**src/rtl/imem_pkg.sv**
```systemverilog
// rtl/imem_pkg.sv - shared constants and state encoding for the instruction memory loader
package imem_pkg;
  localparam int WORD_W         = 72;
  localparam int BYTES_PER_WORD = WORD_W / 8;
  localparam int LEN_W          = 16;

  typedef enum logic [2:0] {
    ST_IDLE,
    ST_LEN_HI,
    ST_LEN_LO,
    ST_DATA,
    ST_WRITE,
    ST_CHK,
    ST_DONE,
    ST_ERR
  } state_t;
endpackage

```
**src/rtl/imem_word_packer.sv**
```systemverilog
// rtl/imem_word_packer.sv - byte-to-word shift register, first byte lands in the MSBs
module imem_word_packer #(
  parameter int WORD_W = 72
) (
  input  logic              clk,
  input  logic              reset,
  input  logic              clear,
  input  logic              shift_en,
  input  logic [7:0]        byte_in,
  output logic [WORD_W-1:0] word_next,
  output logic              word_full
);
  localparam int BPW   = WORD_W / 8;
  localparam int CNT_W = $clog2(BPW + 1);

  logic [WORD_W-1:0] word_q;
  logic [CNT_W-1:0]  cnt_q;

  assign word_next = (word_q << 8) | WORD_W'(byte_in);
  // Asserted in the same cycle the word's last byte is being accepted.
  assign word_full = shift_en && (cnt_q == CNT_W'(BPW - 1));

  always_ff @(posedge clk) begin
    if (!reset || clear) begin
      word_q <= '0;
      cnt_q  <= '0;
    end else if (shift_en) begin
      word_q <= word_next;
      cnt_q  <= word_full ? '0 : cnt_q + CNT_W'(1);
    end
  end
endmodule

```
**src/rtl/imem_loader.sv**
```systemverilog
// rtl/imem_loader.sv - byte-stream program loader into instruction memory words
// Optional trailing XOR checksum byte: IMEM_LOADER_CHECKSUM_EN
module imem_loader #(
  parameter int WORD_W = imem_pkg::WORD_W,
  parameter int DEPTH  = 1024,
  parameter int ADDR_W = 10
) (
  input  logic              clk,
  input  logic              reset,
  input  logic              start,
  input  logic [7:0]        in_data,
  input  logic              in_valid,
  output logic              in_ready,
  output logic              mem_we,
  output logic [ADDR_W-1:0] mem_addr,
  output logic [WORD_W-1:0] mem_wdata,
  output logic              busy,
  output logic              done,
  output logic              error
);
  import imem_pkg::*;

  state_t             state_q, state_d;
  logic [7:0]         len_hi_q;
  logic [LEN_W-1:0]   len_q;
  logic [LEN_W-1:0]   len_in;
  logic [ADDR_W-1:0]  word_cnt_q;
  logic [WORD_W-1:0]  word_next;
  logic               word_full;
  logic               xfer;
  logic               session_start;
  logic               last_word;
`ifdef IMEM_LOADER_CHECKSUM_EN
  logic [7:0]         csum_q;
`endif

  assign xfer          = in_valid && in_ready;
  assign len_in        = {len_hi_q, in_data};
  assign session_start = (state_d == ST_LEN_HI) && (state_q != ST_LEN_HI);
  // mem_addr holds k during WRITE, so it doubles as the last-word comparator input.
  assign last_word     = (LEN_W'(mem_addr) == len_q - LEN_W'(1));

  imem_word_packer #(.WORD_W(WORD_W)) u_packer (
    .clk       (clk),
    .reset     (reset),
    .clear     (session_start),
    .shift_en  ((state_q == ST_DATA) && xfer),
    .byte_in   (in_data),
    .word_next (word_next),
    .word_full (word_full)
  );

  always_ff @(posedge clk) begin
    if (!reset) state_q <= ST_IDLE;
    else        state_q <= state_d;
  end

  always_comb begin
    state_d  = state_q;
    in_ready = 1'b0;
    busy     = 1'b1;
    done     = 1'b0;
    error    = 1'b0;
    case (state_q)
      ST_IDLE: begin
        busy = 1'b0;
        if (start) state_d = ST_LEN_HI;
      end
      ST_LEN_HI: begin
        in_ready = 1'b1;
        if (xfer) state_d = ST_LEN_LO;
      end
      ST_LEN_LO: begin
        in_ready = 1'b1;
        if (xfer) begin
          if (len_in == '0)                     state_d = ST_DONE;
          else if (len_in > LEN_W'(DEPTH))      state_d = ST_ERR;
          else                                  state_d = ST_DATA;
        end
      end
      ST_DATA: begin
        in_ready = 1'b1;
        if (word_full) state_d = ST_WRITE;
      end
      ST_WRITE: begin
`ifdef IMEM_LOADER_CHECKSUM_EN
        state_d = last_word ? ST_CHK : ST_DATA;
`else
        state_d = last_word ? ST_DONE : ST_DATA;
`endif
      end
`ifdef IMEM_LOADER_CHECKSUM_EN
      ST_CHK: begin
        in_ready = 1'b1;
        if (xfer) state_d = (in_data == csum_q) ? ST_DONE : ST_ERR;
      end
`endif
      ST_DONE: begin
        busy = 1'b0;
        done = 1'b1;
        if (start) state_d = ST_LEN_HI;
      end
      ST_ERR: begin
        busy  = 1'b0;
        error = 1'b1;
        if (start) state_d = ST_LEN_HI;
      end
      default: begin
        busy    = 1'b0;
        state_d = ST_IDLE;
      end
    endcase
  end

  always_ff @(posedge clk) begin
    if (!reset) begin
      len_hi_q   <= '0;
      len_q      <= '0;
      word_cnt_q <= '0;
      mem_we     <= 1'b0;
      mem_addr   <= '0;
      mem_wdata  <= '0;
    end else begin
      mem_we <= 1'b0;
      if (session_start) begin
        len_q      <= '0;
        word_cnt_q <= '0;
      end
      if (state_q == ST_LEN_HI && xfer) len_hi_q <= in_data;
      if (state_q == ST_LEN_LO && xfer) len_q    <= len_in;
      if (word_full) begin
        mem_we    <= 1'b1;
        mem_addr  <= word_cnt_q;
        mem_wdata <= word_next;
      end
      if (state_q == ST_WRITE) word_cnt_q <= word_cnt_q + ADDR_W'(1);
    end
  end

`ifdef IMEM_LOADER_CHECKSUM_EN
  always_ff @(posedge clk) begin
    if (!reset || session_start)         csum_q <= '0;
    else if (state_q == ST_DATA && xfer) csum_q <= csum_q ^ in_data;
  end
`endif
endmodule

```
**config.mk**
```make
export PLATFORM = sky130hd
export DESIGN_NAME = imem_loader
export DESIGN_NICKNAME = d
export VERILOG_FILES = /design/src/rtl/imem_pkg.sv /design/src/rtl/imem_word_packer.sv /design/src/rtl/imem_loader.sv
export SDC_FILE = /design/constraint.sdc
export NUM_CORES = 1
export LEC_CHECK = 0
export BUFFER_PORTS_ARGS = -buffer_cell sky130_fd_sc_hd__buf_2
export CAP_MARGIN = 25
export CORE_ASPECT_RATIO = 1.5
export CORE_MARGIN = 2
export CORE_UTILIZATION = 61
export DETAILED_ROUTE_END_ITERATION = 8
export GPL_TIMING_DRIVEN = 1
export MAX_ROUTING_LAYER = met4
export PLACE_DENSITY = 0.84
export SETUP_SLACK_MARGIN = 0.05
export SYNTH_ARGS = -nofsm -noshare
export SYNTH_HDL_FRONTEND = slang
export SYNTH_SLANG_ARGS = --single-unit
```
**constraint.sdc**
```tcl
create_clock -name clk -period 3.4 [get_ports clk]
set_input_delay 0.68 -clock clk [delete_from_list [all_inputs] [get_ports clk]]
set_output_delay 0.68 -clock clk [all_outputs]
set_load 0.1 [all_outputs]
```
Word-level counts from Yosys, hierarchy flattened:

Cells that the tools add are included.

* $add $sub $neg: 3
* $lt $le $gt $ge: 1
* equality and inequality tests: 10
* multiplexer cells: 18
* bitwise logic cells: 1
* reductions and logical operators: 15

Operator list (count)
* bitwise OR 72 x 8 -> 72 bit: 1
* 2-to-1 mux 16 bit: 2
* 2-to-1 mux 3 bit: 7
* 2-to-1 mux 10 bit: 2
* equality test 10 x 16 -> 1 bit: 1
* greater-than comparator 16 x 11 -> 1 bit, second input constant: 1
* logical NOT 16 bit: 1
* subtractor 16 x 1 -> 16 bit, second input constant: 1
* one-hot mux 3 bit (5 select lines): 1
* adder 10 x 1 -> 10 bit, second input constant: 1
* equality test 3 bit, second input constant: 3
* equality test 3 x 1 -> 1 bit, second input constant: 2
* equality test 3 x 2 -> 1 bit, second input constant: 2
* logical AND 1 bit: 6
* OR reduction 3 bit: 2
* 2-to-1 mux 1 bit: 5
* adder 4 x 1 -> 4 bit, second input constant: 1
* equality test 4 bit, second input constant: 1
* 2-to-1 mux 4 bit: 1
* nonzero test 2 bit: 2
* OR reduction 4 bit: 1
* logical NOT 3 bit: 1
* != test 3 x 1 -> 1 bit, second input constant: 1
* logical NOT 1 bit: 1
* logical OR 1 bit: 1

* bits in registers: 188
* input port bits: 12
* output and inout bits: 87
* word-level logic and storage cells: 57

Logic depth before layout (Yosys ltp):

Gate-level depths: netlist (run 1).

* word-level depth: 12
* mapped depth: 10
* gate-level depth less buffers: 8

Modules after synthesis:

From an unflattened synthesis (run 1), not the netlist that was laid out.

* cell total of the unflattened synthesis: 739
* area total of the unflattened synthesis: 7621.1 um^2

By module, submodules not included
* imem_loader: instances 1, cells an instance 501, area each 5092.4 um^2, sequential area each 2402.3 um^2
* imem_word_packer: instances 1, cells an instance 238, area each 2528.7 um^2, sequential area each 1361.3 um^2

Worst setup path after synthesis (run 1):

Ideal clock, no wire load.

* path kind: register -> output
* start: reg state_q[0]
* end: out busy
* data arrival time: 2339 ps
* required time: 2720 ps
* path slack: 381 ps
* cell stages (with the launch flop): 4
* buffers on the path: 1
* cells stage by stage: dfxtp_1 -> clkbuf_1 -> nor2_1 -> xnor2_1

* cells in the longest elaborated chain, start to end: 3
* elaborated cells on any way between the ends: 6
* those cells by class: eq/ne (4); mux (1); reduce/logical (1)

RTL lines
* from (decl): line imem_loader.sv:23 `state_t state_q, state_d;`
* from (signal assigned): line imem_loader.sv:55 `else state_q <= state_d;`
* equality test 3 x 2 -> 1 bit, or another cell as far along: line imem_loader.sv:64 `case (state_q)`
* OR reduction 4 bit (no line) *
* 2-to-1 mux 1 bit *: line imem_loader.sv:64
* to (decl): line imem_loader.sv:17 `output logic busy,`

Every way passes the cells marked *; elsewhere a longest branch is shown, timed or not.

Final worst setup path (run 1):

* start: reg state_q[2]
* end: reg u_packer.word_q[17]

* cells in the longest elaborated chain, start to end: 11
* elaborated cells on any way between the ends: 22
* those cells by class: eq/ne (8); mux (6); reduce/logical (8)

RTL lines
* equality test 3 x 2 -> 1 bit, or another cell as far along: line imem_loader.sv:47, imem_loader.sv:64
* OR reduction 3 bit (no line)
* 2-to-1 mux 1 bit: line imem_loader.sv:64
* logical AND 1 bit: line imem_loader.sv:37 `assign xfer = in_valid && in_ready;`
* logical AND 1 bit: line imem_loader.sv:47 `.shift_en ((state_q == ST_DATA) && xfer),`
* logical AND 1 bit: line imem_word_packer.sv:21 `assign word_full = shift_en && (cnt_q == CNT_W'(BPW - 1));`
* 2-to-1 mux 3 bit: line imem_loader.sv:83 `if (word_full) state_d = ST_WRITE;`
* one-hot mux 3 bit (5 select lines): line imem_loader.sv:64
* equality test 3 x 1 -> 1 bit: line imem_loader.sv:39 `assign session_start = (state_d == ST_LEN_HI) && (state_q != ST_LEN_HI);`
* logical AND 1 bit: line imem_loader.sv:39
* logical OR 1 bit: line imem_word_packer.sv:24 `if (!reset || clear) begin`
* to (signal assigned): line imem_word_packer.sv:28 `word_q <= word_next;`
* to (decl): line imem_word_packer.sv:16 `logic [WORD_W-1:0] word_q;`

Parallel ways exist; a longest one is shown, timed or not.
A chain may end at the register's enable or synchronous reset.

==> results_tabular.tex, run 1 <==
\begin{tabular}{lr}
\hline
Metric & Value \\
\hline
\multicolumn{2}{l}{\textbf{Power}} \\
Highest ir drop seen on vdd & 401 uV \\
Final Power & 4500 uW \\
Leakage & 0.00304 uW \\
Power density cells & 535 nW/um\^{}2 \\
\multicolumn{2}{l}{\textbf{Clock network}} \\
Clock Latency Late Sink & 430 ps \\
Clock transition at the registers of the reported paths & 70 ps \\
TritonCTS clock tree & built \\
Max Root-Sink Buffers & 2 \\
CTS resizes & 0 \\
CTS Root Cell & sky130\_fd\_sc\_hd\_\_clkbuf\_16 \\
Count of H-tree levels built during CTS & 4 \\
\# clock sinks & 188 \\
Total CTS buffers & 17 \\
Post-CTS Repair Setup Buffers & 0 \\
Quantity of hold-fixing buffers added after cts & 0 \\
\multicolumn{2}{l}{\textbf{Worst hold path}} \\
Startpoint of the tightest hold check path & u\_packer.word\_q[58] \\
Hold/Removal Path Class & reg2reg \\
\multicolumn{2}{l}{\textbf{Synth}} \\
Share of synthesized registers carrying an async set or reset & 0\% \\
Portion of the post-synthesis area used by sequential elements & 52.1\% \\
Post-synthesis area per instance & 7.85 um\^{}2 \\
FF+latch count, synth & 188 \\
Cell variety after synth & 48 \\
Post-synth top flop & sky130\_fd\_sc\_hd\_\_dfxtp\_1 \\
Total nets after synthesis & 937 \\
Yosys warning total & 0 \\
Post-synth EDFFs & 0 \\
Netlist Area Pre-Place & 7230 um\^{}2 \\
Cells after synthesis & 921 \\
\multicolumn{2}{l}{\textbf{STA}} \\
Final Skew & 13.2 ps \\
Achievable Freq & 386 MHz \\
Number of hold-slack violations in the final timing report & 0 \\
Setup TNS & 0 ps \\
Transition at the pin with the smallest max-transition slack & 875 ps \\
Crit path time final & 2590 ps \\
Max-slew headroom & 41.7\% \\
Fin crit share & 76.2\% \\
Unrepaired setup endpoints after global routing & no \\
Total of endpoints with negative setup slack in the final report & 0 \\
Smallest hold slack & 446 ps \\
Max-slew violations & 0 \\
\multicolumn{2}{l}{\textbf{Die}} \\
Full die area & 12700 um\^{}2 \\
Number of top-level pins & 99 \\
Die Width & 92.9 um \\
Initial core utilization & 62.7\% \\
Core box area & 11500 um\^{}2 \\
Die Ht & 137 um \\
Cell row count & 48 \\
\multicolumn{2}{l}{\textbf{Global route}} \\
Overflow left after global routing & 0 \\
Maximum number of pins on one net before global-route repair & 114 \\
GRT Overall Usage & 28.1\% \\
Wire length of the first global-routing pass & 28.0 mm \\
Initial antenna violation count & 0 \\
Vias in the first global route & 5820 \\
\multicolumn{2}{l}{\textbf{Layout}} \\
Fraction of layout cells with a size suffix above 1 & 15.8\% \\
Most common cell after layout, fill and taps aside & sky130\_fd\_sc\_hd\_\_nand2\_1 \\
Count of nets after finishing & 1004 \\
Commonest non-fill, non-tap cells in the layout & 322 x sky130\_fd\_sc\_hd\_\_nand2\_1, 188 x sky130\_fd\_sc\_hd\_\_dfxtp\_1, 177 x sky130\_fd\_sc\_hd\_\_a21oi\_1 \\
Final Instance Count excl. Fillers & 1150 \\
Synthesis-to-finish area growth & 16.3\% \\
Total inserted antenna cells & 0 \\
Total non-filler cell area in the finished layout & 8400 um\^{}2 \\
Number of filler cells placed in the layout & 929 \\
\multicolumn{2}{l}{\textbf{Setup path}} \\
WP data required & 3710 ps \\
Timing startpoint of the critical path & state\_q[2] \\
Crit path arrival time & 2900 ps \\
Type of the setup path with the least slack & reg2reg \\
Largest driver fanout on the critical path & 27 \\
Reg-to-Reg Start & state\_q[2] \\
Startpoint kind of the worst setup timing path & flip-flop \\
Worst setup EP type & flip-flop \\
\multicolumn{2}{l}{\textbf{Detailed routing}} \\
Remaining number of nets flagged by the antenna check after routing & 0 \\
DRT Pass-1 Iters & 5 \\
Final wirelength & 17.3 mm \\
Vias post-DR & 6401 \\
Final routed wire length divided by cell count & 15.0 um \\
Via density per instance & 5.57 \\
DRC viols & 0 \\
Initial DRC Count & 465 \\
\multicolumn{2}{l}{\textbf{Placement}} \\
Routability congestion estimate & 0.832 \\
Number of placed instances, taps included & 1119 \\
\# port buffers & 98 \\
HPWL after detailed placement & 10.9 mm \\
Total cell area at the placement stage & 7800 um\^{}2 \\
\multicolumn{2}{l}{\textbf{Run}} \\
Maximum capacitance violations & 0 \\
\multicolumn{2}{l}{\textbf{Run status}} \\
Outcome & finished, final reports clean \\
\hline
\end{tabular}
## area by class of cell
type | instances | area (um^2) | area share (%)
flip-flops and latches | 188 | 3760 | 44.8
multi-input cells | 665 | 3210 | 38.2
inverters | 7 | 27.5 | 0.328
repair buffers | 109 | 611 | 7.27
clock buffers | 19 | 443 | 5.27
clock inverters | 12 | 161 | 1.92
well taps | 150 | 188 | 2.23
## report_power, final
part / leakage (uW) / total (uW) / internal [uW] / switching [uW]
registers: 0.00151 / 2230 / 2210 / 19.8
logic: 0.00124 / 243 / 70.3 / 173
clock network: 0.000286 / 2030 / 1180 / 845
total: 0.00304 / 4500 / 3460 / 1040
## cells by family after synthesis
family	Yosys count	synth area share [%]
AOI/OAI and AO/OA	198	14.4
buffers and inverters	68	3.71
muxes	11	1.52
xor gates and xnor gates	17	2.06
and+or+nand+nor	435	25.5
adders and majority gates	4	0.693
DFF	188	52.1
## layer usage
| layer | wire length [um] | track usage (%) | vias up |
|---|---|---|---|
| li1 | - | - | 3178 |
| met1 | 7070 | 33.0 | 2996 |
| met2 | 9020 | 48.5 | 193 |
| met3 | 815 | 5.09 | 34 |
| met4 | 384 | 9.97 | 0 |
| met5 | 0 | - | - |
## registers in the layout, summed over array words and instances, names as in the netlist
name             cells
mem_wdata           72
u_packer.word_q     64
len_q               16
mem_addr            10
word_cnt_q          10
len_hi_q             8
u_packer.cnt_q       4
state_q              3
mem_we               1
## cells in the mapped netlist (2+ instances only)
cell type                  number  area share, %
sky130_fd_sc_hd__nor3_1         6           0.42
sky130_fd_sc_hd__o21ai_0        5           0.35
sky130_fd_sc_hd__mux2i_1       11            1.5
sky130_fd_sc_hd__a21oi_1      177             12
sky130_fd_sc_hd__and4_1         2           0.24
sky130_fd_sc_hd__nor4_1         6           0.52
sky130_fd_sc_hd__nor2_1        35            1.8
sky130_fd_sc_hd__inv_1          7           0.36
sky130_fd_sc_hd__nand3_1       30            2.1
sky130_fd_sc_hd__a211oi_1       3           0.31
sky130_fd_sc_hd__nand4_1        2           0.17
sky130_fd_sc_hd__nand2b_1       2           0.17
sky130_fd_sc_hd__and2_1         2           0.17
sky130_fd_sc_hd__and3_1         2           0.17
sky130_fd_sc_hd__xnor2_1        9            1.1
sky130_fd_sc_hd__or2_2          4           0.35
sky130_fd_sc_hd__nand2_1      323             17
sky130_fd_sc_hd__xor2_1         8           0.97
sky130_fd_sc_hd__or3_4          2           0.31
sky130_fd_sc_hd__a31oi_1        2           0.17
sky130_fd_sc_hd__ha_1           4           0.69
sky130_fd_sc_hd__buf_2         10           0.69
sky130_fd_sc_hd__dfxtp_1      188             52
sky130_fd_sc_hd__nand3b_1       2           0.21
sky130_fd_sc_hd__nor2b_1        5           0.43
sky130_fd_sc_hd__nor4b_1        2           0.24
sky130_fd_sc_hd__clkbuf_1      51            2.6
## path summary, 6_finish.rpt
check	end	slack, ps	depth (start not counted)
worst max-delay path	u_packer.word_q[17]	810	8
worst max register to register	u_packer.word_q[17]	810	8
worst min register to register	mem_wdata[66]	450	2
worst min-delay path	mem_wdata[66]	450	2
## per-stage QoR
stage,setup WS (ps),util [%]
3_5_place_dp,651,67.6
5_1_grt,635,72.9
3_3_place_gp,691,67.6
6_report,808,72.9
2_1_floorplan,381,-
4_1_cts,860,72.9
## worst max-delay path, stage by stage, from the launching register on
cell and delay [ps]:
sky130_fd_sc_hd__dfxtp_1 460, sky130_fd_sc_hd__nor2b_1 470, sky130_fd_sc_hd__nor3b_2 280, sky130_fd_sc_hd__buf_4 240, sky130_fd_sc_hd__o31a_1 190, sky130_fd_sc_hd__o22ai_1 110
sky130_fd_sc_hd__nand2_2 420, sky130_fd_sc_hd__buf_12 240, sky130_fd_sc_hd__a21oi_1 60
(Power assumes the default switching activity.)
==> inputs of run 2 (changes only) <==
CORE_UTILIZATION = 51   (was 61)
PLACE_DENSITY = 0.75   (was 0.84)
clock period = 2.3 ns   (was 3.4 ns; I/O delays follow)
==> run 2 against run 1 <==
Critical path type unchanged. Combinational power grew 65%. Fmax grew 18%. Cell count grew 2.9%. Flip-flop and latch count is the same. Die area grew 19%. Routed wire length grew 0.28%. Highest routed layer unchanged. Global-route usage shrank 4.4 points.
==> results_tabular.tex, run 2 (synthesis gave the netlist of run 1 again) <==
\begin{tabular}{lr}
\hline
Metric & Value \\
\hline
\multicolumn{2}{l}{\textbf{STA}} \\
Unrepaired setup endpoints after global routing & yes \\
Achievable Freq & 454 MHz (+18\%) \\
Max-slew violations & 0 (unchanged) \\
Fin crit share & 95.8\% (+20 points) \\
Max-slew headroom & 52.8\% (+11 points) \\
Crit path time final & 2200 ps (-388 ps) \\
Setup TNS & 0 ps (unchanged) \\
Final Skew & 10.9 ps (-2.34 ps) \\
Total of endpoints with negative setup slack in the final report & 0 (unchanged) \\
Transition at the pin with the smallest max-transition slack & 708 ps (-167 ps) \\
Number of hold-slack violations in the final timing report & 0 (unchanged) \\
\multicolumn{2}{l}{\textbf{Layout}} \\
Commonest non-fill, non-tap cells in the layout & 322 x sky130\_fd\_sc\_hd\_\_nand2\_1, 188 x sky130\_fd\_sc\_hd\_\_dfxtp\_1, 177 x sky130\_fd\_sc\_hd\_\_a21oi\_1 \\
Final core occ & 61.8\% (-11 points) \\
Most common cell after layout, fill and taps aside & sky130\_fd\_sc\_hd\_\_nand2\_1 \\
Final Instance Count excl. Fillers & 1183 (+2.9\%) \\
Total inserted antenna cells & 0 (unchanged) \\
Fraction of layout cells with a size suffix above 1 & 18.0\% (+2.2 points) \\
Total non-filler cell area in the finished layout & 8610 um\^{}2 (+2.5\%) \\
Top reg by flops & mem\_wdata \\
Count of nets after finishing & 1021 (+1.7\%) \\
Max reg flops & 72 (unchanged) \\
Synthesis-to-finish area growth & 19.2\% \\
Largest registers & mem\_wdata x72, u\_packer.word\_q x64, len\_q x16 \\
\multicolumn{2}{l}{\textbf{Die}} \\
Die Width & 101 um (+9.0\%) \\
Initial core utilization & 51.9\% (-11 points) \\
Number of top-level pins & 99 (unchanged) \\
Core box area & 13900 um\^{}2 (+21\%) \\
Full die area & 15200 um\^{}2 (+19\%) \\
Cell row count & 53 (+10\%) \\
Die Ht & 150 um (+9.1\%) \\
\multicolumn{2}{l}{\textbf{Run}} \\
Maximum capacitance violations & 0 (unchanged) \\
\multicolumn{2}{l}{\textbf{Detailed routing}} \\
Remaining number of nets flagged by the antenna check after routing & 0 (unchanged) \\
DRC viols & 0 (unchanged) \\
Final wirelength & 17.3 mm (+0.28\%) \\
Final routed wire length divided by cell count & 14.7 um (-2.5\%) \\
Initial DRC Count & 337 (-28\%) \\
Vias post-DR & 6340 (-0.95\%) \\
DRT Pass-1 Iters & 4 (-1) \\
Via density per instance & 5.36 (-3.7\%) \\
\multicolumn{2}{l}{\textbf{Setup path}} \\
Crit path arrival time & 2510 ps (-390 ps) \\
Largest driver fanout on the critical path & 6 (-78\%) \\
Worst setup EP type & flip-flop \\
Timing startpoint of the critical path & len\_q[0] \\
Type of the setup path with the least slack & reg2reg \\
Reg-to-Reg Start & len\_q[0] \\
WP data required & 2600 ps (-1110 ps) \\
Worst flop-to-flop path endpoint & state\_q[0] \\
Depth of the most critical reg-to-reg path & 6 (-2) \\
Reg-to-reg setup timing slack & 100 ps (-710 ps) \\
Worst setup path endpoint & state\_q[0] \\
Startpoint kind of the worst setup timing path & flip-flop \\
\multicolumn{2}{l}{\textbf{Worst hold path}} \\
Hold/Removal Path Class & in2reg \\
\multicolumn{2}{l}{\textbf{Global route}} \\
GRT Overall Usage & 23.7\% (-4.4 points) \\
Overflow left after global routing & 0 (unchanged) \\
Maximum number of pins on one net before global-route repair & 85 (-25\%) \\
Vias in the first global route & 5818 (-0.034\%) \\
Initial antenna violation count & 0 (unchanged) \\
Wire length of the first global-routing pass & 28.1 mm (+0.34\%) \\
\multicolumn{2}{l}{\textbf{Clock network}} \\
TritonCTS clock tree & built \\
Post-CTS Repair Setup Buffers & 0 (unchanged) \\
Quantity of hold-fixing buffers added after cts & 0 (unchanged) \\
\# clock sinks & 188 (unchanged) \\
Count of H-tree levels built during CTS & 4 (unchanged) \\
Clock transition at the registers of the reported paths & 70 ps (about the same) \\
CTS Root Cell & sky130\_fd\_sc\_hd\_\_clkbuf\_16 \\
CTS resizes & 2 (+2) \\
Clock Latency Late Sink & 430 ps (about the same) \\
Total CTS buffers & 17 (unchanged) \\
Max Root-Sink Buffers & 2 (unchanged) \\
\multicolumn{2}{l}{\textbf{Placement}} \\
Routability congestion estimate & 0.887 (+6.6\%) \\
Number of placed instances, taps included & 1151 (+2.9\%) \\
HPWL after detailed placement & 11.6 mm (+6.9\%) \\
Total cell area at the placement stage & 7980 um\^{}2 (+2.4\%) \\
\# port buffers & 98 (unchanged) \\
\multicolumn{2}{l}{\textbf{Power}} \\
Power density cells & 769 nW/um\^{}2 (+44\%) \\
Leakage & 0.00316 uW (+3.7\%) \\
Highest ir drop seen on vdd & 456 uV (+14\%) \\
\multicolumn{2}{l}{\textbf{Run status}} \\
Outcome & finished, final reports clean \\
\hline
\end{tabular}
[run 2: cell count changes in the layout (fill, tap and decap cells not counted), sizes merged]
cell / before / now
buf: 109 / 125
bufinv: 3 / 1
clkbuf: 19 / 18
clkinv: 4 / 5
clkinvlp: 3 / 0
inv: 9 / 16
[run 2: metrics by stage]
stage	setup WS, ps	hold slack (ps)	power [uW]
after global routing	1.20	333	6840
after floorplan	97.3	432	3640
after CTS	94.3	321	6660
after global placement	6.14	441	3750
after detailed placement	16.0	445	3750
final	96.1	333	6620
[run 2: area by class of cell]
cell class | count | area (um^2)
clock buffers | 17 | 425
multi-input cells | 665 | 3240
repair buffers | 126 | 774
clock inverters | 15 | 174
flip-flops and latches | 188 | 3760
inverters | 7 | 27.5
well taps | 165 | 206
fillers | 1266 | 5310
[run 2: worst min path at each step]
| stage | end | cells after the start | slack, ps | startpoint |
|---|---|---|---|---|
| floorplan | mem_wdata[64] | 2 | 430 | u_packer.word_q[56] |
| detailed placement | mem_wdata[8] | 2 | 440 | mem_wdata[8] |
| global placement | mem_wdata[12] | 2 | 440 | mem_wdata[12] |
| global route | mem_wdata[5] | 3 | 330 | in_data[5] |
| CTS | mem_wdata[5] | 3 | 320 | in_data[5] |
| finish | mem_wdata[5] | 3 | 330 | in_data[5] |
[run 2: metal layers]
layer  up-vias  global-route usage (%)  wire length, um
li1       3219                       -                -
met1      2961                    28.7             7310
met2       128                    39.7             9070
met3        32                    3.78              584
met4         0                    8.51              376
met5         -                       -                0
[run 2: worst max-delay path, stage by stage, from the launching register on]
cell                       delay [ps]
sky130_fd_sc_hd__dfxtp_1          360
sky130_fd_sc_hd__or4_4            590
sky130_fd_sc_hd__or3_4            390
sky130_fd_sc_hd__o211ai_2         160
sky130_fd_sc_hd__nand4_2          150
sky130_fd_sc_hd__nor4_2           320
sky130_fd_sc_hd__a21oi_1          110
[run 2: power breakdown]
group | switching (uW) | internal, uW | total [uW] | leakage (uW)
Combinational | 276 | 124 | 401 | 0.00135
Sequential | 21.2 | 3270 | 3290 | 0.00151
Clock | 1370 | 1560 | 2930 | 0.000297
==> inputs of run 3 (changes only) <==
CELL_PAD_IN_SITES_DETAIL_PLACEMENT = 1   (was unset)
CELL_PAD_IN_SITES_GLOBAL_PLACEMENT = 1   (was unset)
CORE_UTILIZATION = 41   (was 51)
PLACE_DENSITY = unset   (was 0.75)
PLACE_DENSITY_LB_ADDON = 0.1   (was unset)
SYNTH_HIERARCHICAL = 1   (was unset)
==> run 3 against run 2 <==
Setup slack lost 18 ps. Cell count is 6.4% lower. Sequential power about the same. Utilization decreased by 12 points. Synthesized cell count decreased by 20%. Fmax fell by 0.83%. Count of clock-buffer cells in the layout grew 1. Die area increased by 30%. Combinational power rose by 61%.
==> results_tabular.tex, run 3 <==
\begin{tabular}{lr}
\hline
Metric & Value \\
\hline
\multicolumn{2}{l}{\textbf{Detailed routing}} \\
Final wirelength & 19.3 mm (+11\%) \\
Vias post-DR & 5594 (-12\%) \\
Final routed wire length divided by cell count & 17.4 um (+19\%) \\
Via density per instance & 5.05 (-5.7\%) \\
Remaining number of nets flagged by the antenna check after routing & 0 (unchanged) \\
DRT Pass-1 Iters & 4 (unchanged) \\
DRC viols & 0 (unchanged) \\
Initial DRC Count & 177 (-47\%) \\
\multicolumn{2}{l}{\textbf{Setup path}} \\
Crit path arrival time & 2540 ps (+30 ps) \\
Critical path, cell by cell & nand2b\_2 > nor2\_4 > nand4b\_1 > inv\_4 > a311oi\_1 > a31oi\_1 > nand3\_1 > inv\_2 > nand2b\_4 > buf\_12 > nor2\_1 \\
CP Buf/Inv Count & 3 (+3) \\
Startpoint kind of the worst setup timing path & flip-flop \\
Crit-path max cell delay & 330 ps (-260 ps) \\
Reg-to-Reg Start & state\_q[2] \\
Depth of the most critical reg-to-reg path & 11 (+5) \\
Type of the setup path with the least slack & reg2reg \\
Worst flop-to-flop path endpoint & u\_packer/word\_q[50] \\
WP data required & 2620 ps (+20 ps) \\
Cell type group with the largest total delay on the critical path & simple AND/OR/NAND/NOR gates \\
Worst setup EP type & flip-flop \\
Timing startpoint of the critical path & state\_q[2] \\
Largest driver fanout on the critical path & 32 (+26) \\
Slowest-stage cell, CP & sky130\_fd\_sc\_hd\_\_dfxtp\_1 \\
Reg-to-reg setup timing slack & 80 ps (-20 ps) \\
\multicolumn{2}{l}{\textbf{STA}} \\
Unrepaired setup endpoints after global routing & yes \\
Crit path time final & 2220 ps (+18.4 ps) \\
Total of endpoints with negative setup slack in the final report & 0 (unchanged) \\
Number of hold-slack violations in the final timing report & 0 (unchanged) \\
Final Skew & 10.2 ps (-0.730 ps) \\
Final Worst Setup Slack & 77.7 ps (-18.4 ps) \\
Max-slew headroom & 60.5\% (+7.7 points) \\
Fin crit share & 96.6\% (+0.80 points) \\
Transition at the pin with the smallest max-transition slack & 592 ps (-116 ps) \\
Max-slew violations & 0 (unchanged) \\
Achievable Freq & 450 MHz (-0.83\%) \\
\multicolumn{2}{l}{\textbf{Layout}} \\
Synthesis-to-finish area growth & 20.9\% \\
Fraction of layout cells with a size suffix above 1 & 23.3\% (+5.3 points) \\
Total inserted antenna cells & 0 (unchanged) \\
Top reg by flops & mem\_wdata \\
Count of nets after finishing & 858 (-16\%) \\
Commonest non-fill, non-tap cells in the layout & 186 x sky130\_fd\_sc\_hd\_\_dfxtp\_1, 158 x sky130\_fd\_sc\_hd\_\_mux2i\_1, 97 x sky130\_fd\_sc\_hd\_\_buf\_2 \\
Total non-filler cell area in the finished layout & 9210 um\^{}2 (+7.0\%) \\
Largest registers & mem\_wdata x72, u\_packer/word\_q x64, len\_q x16 \\
Number of filler cells placed in the layout & 2057 (+62\%) \\
Max reg flops & 72 (unchanged) \\
Most common cell after layout, fill and taps aside & sky130\_fd\_sc\_hd\_\_dfxtp\_1 \\
\multicolumn{2}{l}{\textbf{Die}} \\
Die Width & 115 um (+14\%) \\
Die Ht & 171 um (+14\%) \\
Core box area & 18400 um\^{}2 (+32\%) \\
Number of top-level pins & 99 (unchanged) \\
Cell row count & 61 (+15\%) \\
Full die area & 19700 um\^{}2 (+30\%) \\
Initial core utilization & 41.4\% (-10 points) \\
\multicolumn{2}{l}{\textbf{Worst hold path}} \\
End point of the most critical hold path & len\_q[1] \\
Hold/Removal Path Class & in2reg \\
Startpoint of the tightest hold check path & in\_data[1] \\
Number of cells on the worst hold path & 2 (-1) \\
\multicolumn{2}{l}{\textbf{Power}} \\
Leakage & 0.00340 uW (+7.6\%) \\
Switching fraction of total power & 25.7\% (+0.52 points) \\
Highest ir drop seen on vdd & 616 uV (+35\%) \\
Comb power frac & 9.4\% (+3.3 points) \\
Switching power & 1770 uW (+5.9\%) \\
Power density cells & 746 nW/um\^{}2 (-3.0\%) \\
Portion of total power attributed to sequential cells & 47.9\% (-1.8 points) \\
Design internal power & 5110 uW (+3.1\%) \\
Clock group share of total power & 42.7\% (-1.6 points) \\
\multicolumn{2}{l}{\textbf{Global route}} \\
Vias in the first global route & 5744 (-1.3\%) \\
Wire length of the first global-routing pass & 30.7 mm (+9.4\%) \\
Overflow left after global routing & 0 (unchanged) \\
GRT Overall Usage & 20.6\% (-3.1 points) \\
Initial antenna violation count & 0 (unchanged) \\
Maximum number of pins on one net before global-route repair & 96 (+13\%) \\
\multicolumn{2}{l}{\textbf{Synth}} \\
Post-synthesis area per instance & 10.3 um\^{}2 (+31\%) \\
Total nets after synthesis & 755 (-19\%) \\
Fraction of post-synthesis cell area in the top cell type by area & 49.4\% (-2.7 points) \\
Largest area contributor in the netlist & sky130\_fd\_sc\_hd\_\_dfxtp\_1 \\
Commonest cells in the synthesized netlist & 188 x sky130\_fd\_sc\_hd\_\_dfxtp\_1, 158 x sky130\_fd\_sc\_hd\_\_mux2i\_1, 96 x sky130\_fd\_sc\_hd\_\_nor2\_1 \\
Yosys warning total & 6 (+6) \\
Post-synth top flop & sky130\_fd\_sc\_hd\_\_dfxtp\_1 \\
Cells after synthesis & 739 (-20\%) \\
Most used standard cell by instance count after synthesis & sky130\_fd\_sc\_hd\_\_dfxtp\_1 \\
Netlist Area Pre-Place & 7620 um\^{}2 (+5.5\%) \\
Portion of the post-synthesis area used by sequential elements & 49.4\% (-2.7 points) \\
Post-synth EDFFs & 0 (unchanged) \\
Share of synthesized registers carrying an async set or reset & 0\% (unchanged) \\
Cell variety after synth & 55 (+15\%) \\
FF+latch count, synth & 188 (unchanged) \\
Top area cells in the synthesized netlist & sky130\_fd\_sc\_hd\_\_dfxtp\_1 49\%, sky130\_fd\_sc\_hd\_\_mux2i\_1 21\%, sky130\_fd\_sc\_hd\_\_nor2b\_1 6.9\% \\
\multicolumn{2}{l}{\textbf{Placement}} \\
Minimum setup slack after placement & -59.6 ps (-75.6 ps) \\
Total cell area at the placement stage & 8480 um\^{}2 (+6.2\%) \\
\# port buffers & 98 (unchanged) \\
Routability congestion estimate & 0.886 (about the same) \\
HPWL after detailed placement & 13.6 mm (+17\%) \\
\multicolumn{2}{l}{\textbf{Clock network}} \\
TritonCTS clock tree & built \\
Count of H-tree levels built during CTS & 4 (unchanged) \\
Max Root-Sink Buffers & 2 (unchanged) \\
\# clock sinks & 188 (unchanged) \\
Clock transition at the registers of the reported paths & 70 ps (about the same) \\
CTS Root Cell & sky130\_fd\_sc\_hd\_\_clkbuf\_16 \\
Clock Latency Late Sink & 430 ps (about the same) \\
Total CTS buffers & 17 (unchanged) \\
\multicolumn{2}{l}{\textbf{Run}} \\
Maximum capacitance violations & 0 (unchanged) \\
\multicolumn{2}{l}{\textbf{Run status}} \\
Outcome & finished, final reports clean \\
\hline
\end{tabular}
==> run 3: cell count changes after synthesis, sizes merged, moves of 21 or more <==
cell | before | now
a21oi | 177 | 5
buf | 10 | 31
clkbuf | 51 | 23
mux2i | 11 | 158
nand2 | 323 | 17
nand3 | 30 | 7
nor2 | 35 | 96
nor2b | 5 | 84
==> run 3: worst max-delay path by stage <==
stage / slack (ps) / to / depth (start not counted)
floorplan: 70 / len_q[14] / 14
global placement: -4 / len_q[2] / 12
detailed placement: -60 / len_q[2] / 12
CTS: 60 / state_q[0] / 5
global route: -30 / u_packer/word_q[56] / 11
finish: 80 / u_packer/word_q[50] / 11
==> run 3: power by group through the flow <==
stage	Clock, uW	Sequential, uW	Combinational [uW]
after floorplan	0	3360	413
after global placement	0	3370	568
after detailed placement	0	3370	581
after CTS	3010	3290	601
after global routing	3150	3290	693
final	2940	3290	646
==> run 3: repair_timing <==
item	in CTS	in global routing
hold buffers	0	0
setup buffers	2	4
cloned	0	1
resized for setup	4	10
pin swaps	2	4
endpoints found under the setup margin	18	87
==> run 3: cells by family after synthesis <==
family	after synthesis	synth area share, %
AND/OR/NAND/NOR	251	17.1
flip-flops	188	49.4
multiplexers	158	20.8
buffers and inverters	64	4.42
AO/OA/AOI/OAI	57	5.71
XOR/XNOR	17	1.95
adder cells (fa/ha/maj)	4	0.657
==> run 3: cell type report <==
| class | count | area, um^2 | area share, % |
|---|---|---|---|
| Sequential cell | 188 | 3770 | 40.9 |
| Multi-Input combinational cell | 487 | 3600 | 39.1 |
| Timing Repair Buffer | 138 | 893 | 9.70 |
| Clock buffer | 18 | 439 | 4.77 |
| Tap cell | 252 | 315 | 3.42 |
| Clock inverter | 14 | 153 | 1.66 |
| Inverter | 10 | 40.0 | 0.435 |
==> run 3: stage by stage <==
step	TNS [ps]	hold WS, ps	util, %	cells	total power (uW)
after floorplan	0	451	-	739	3780
after global placement	-3.71	470	46.1	1068	3930
after detailed placement	-608	483	46.1	1068	3950
after CTS	0	319	49.5	1102	6900
after global routing	-577	338	50.1	1107	7140
final	0	337	50.1	1107	6870
==> run 3: metal layers <==
metal	vias up	share of wire (%)	global-route usage, %
li1	2734	-	-
met5	-	0	-
met1	2749	41	22.4
met4	0	2.2	7.02
met2	79	55	37.1
met3	32	2.1	3.65
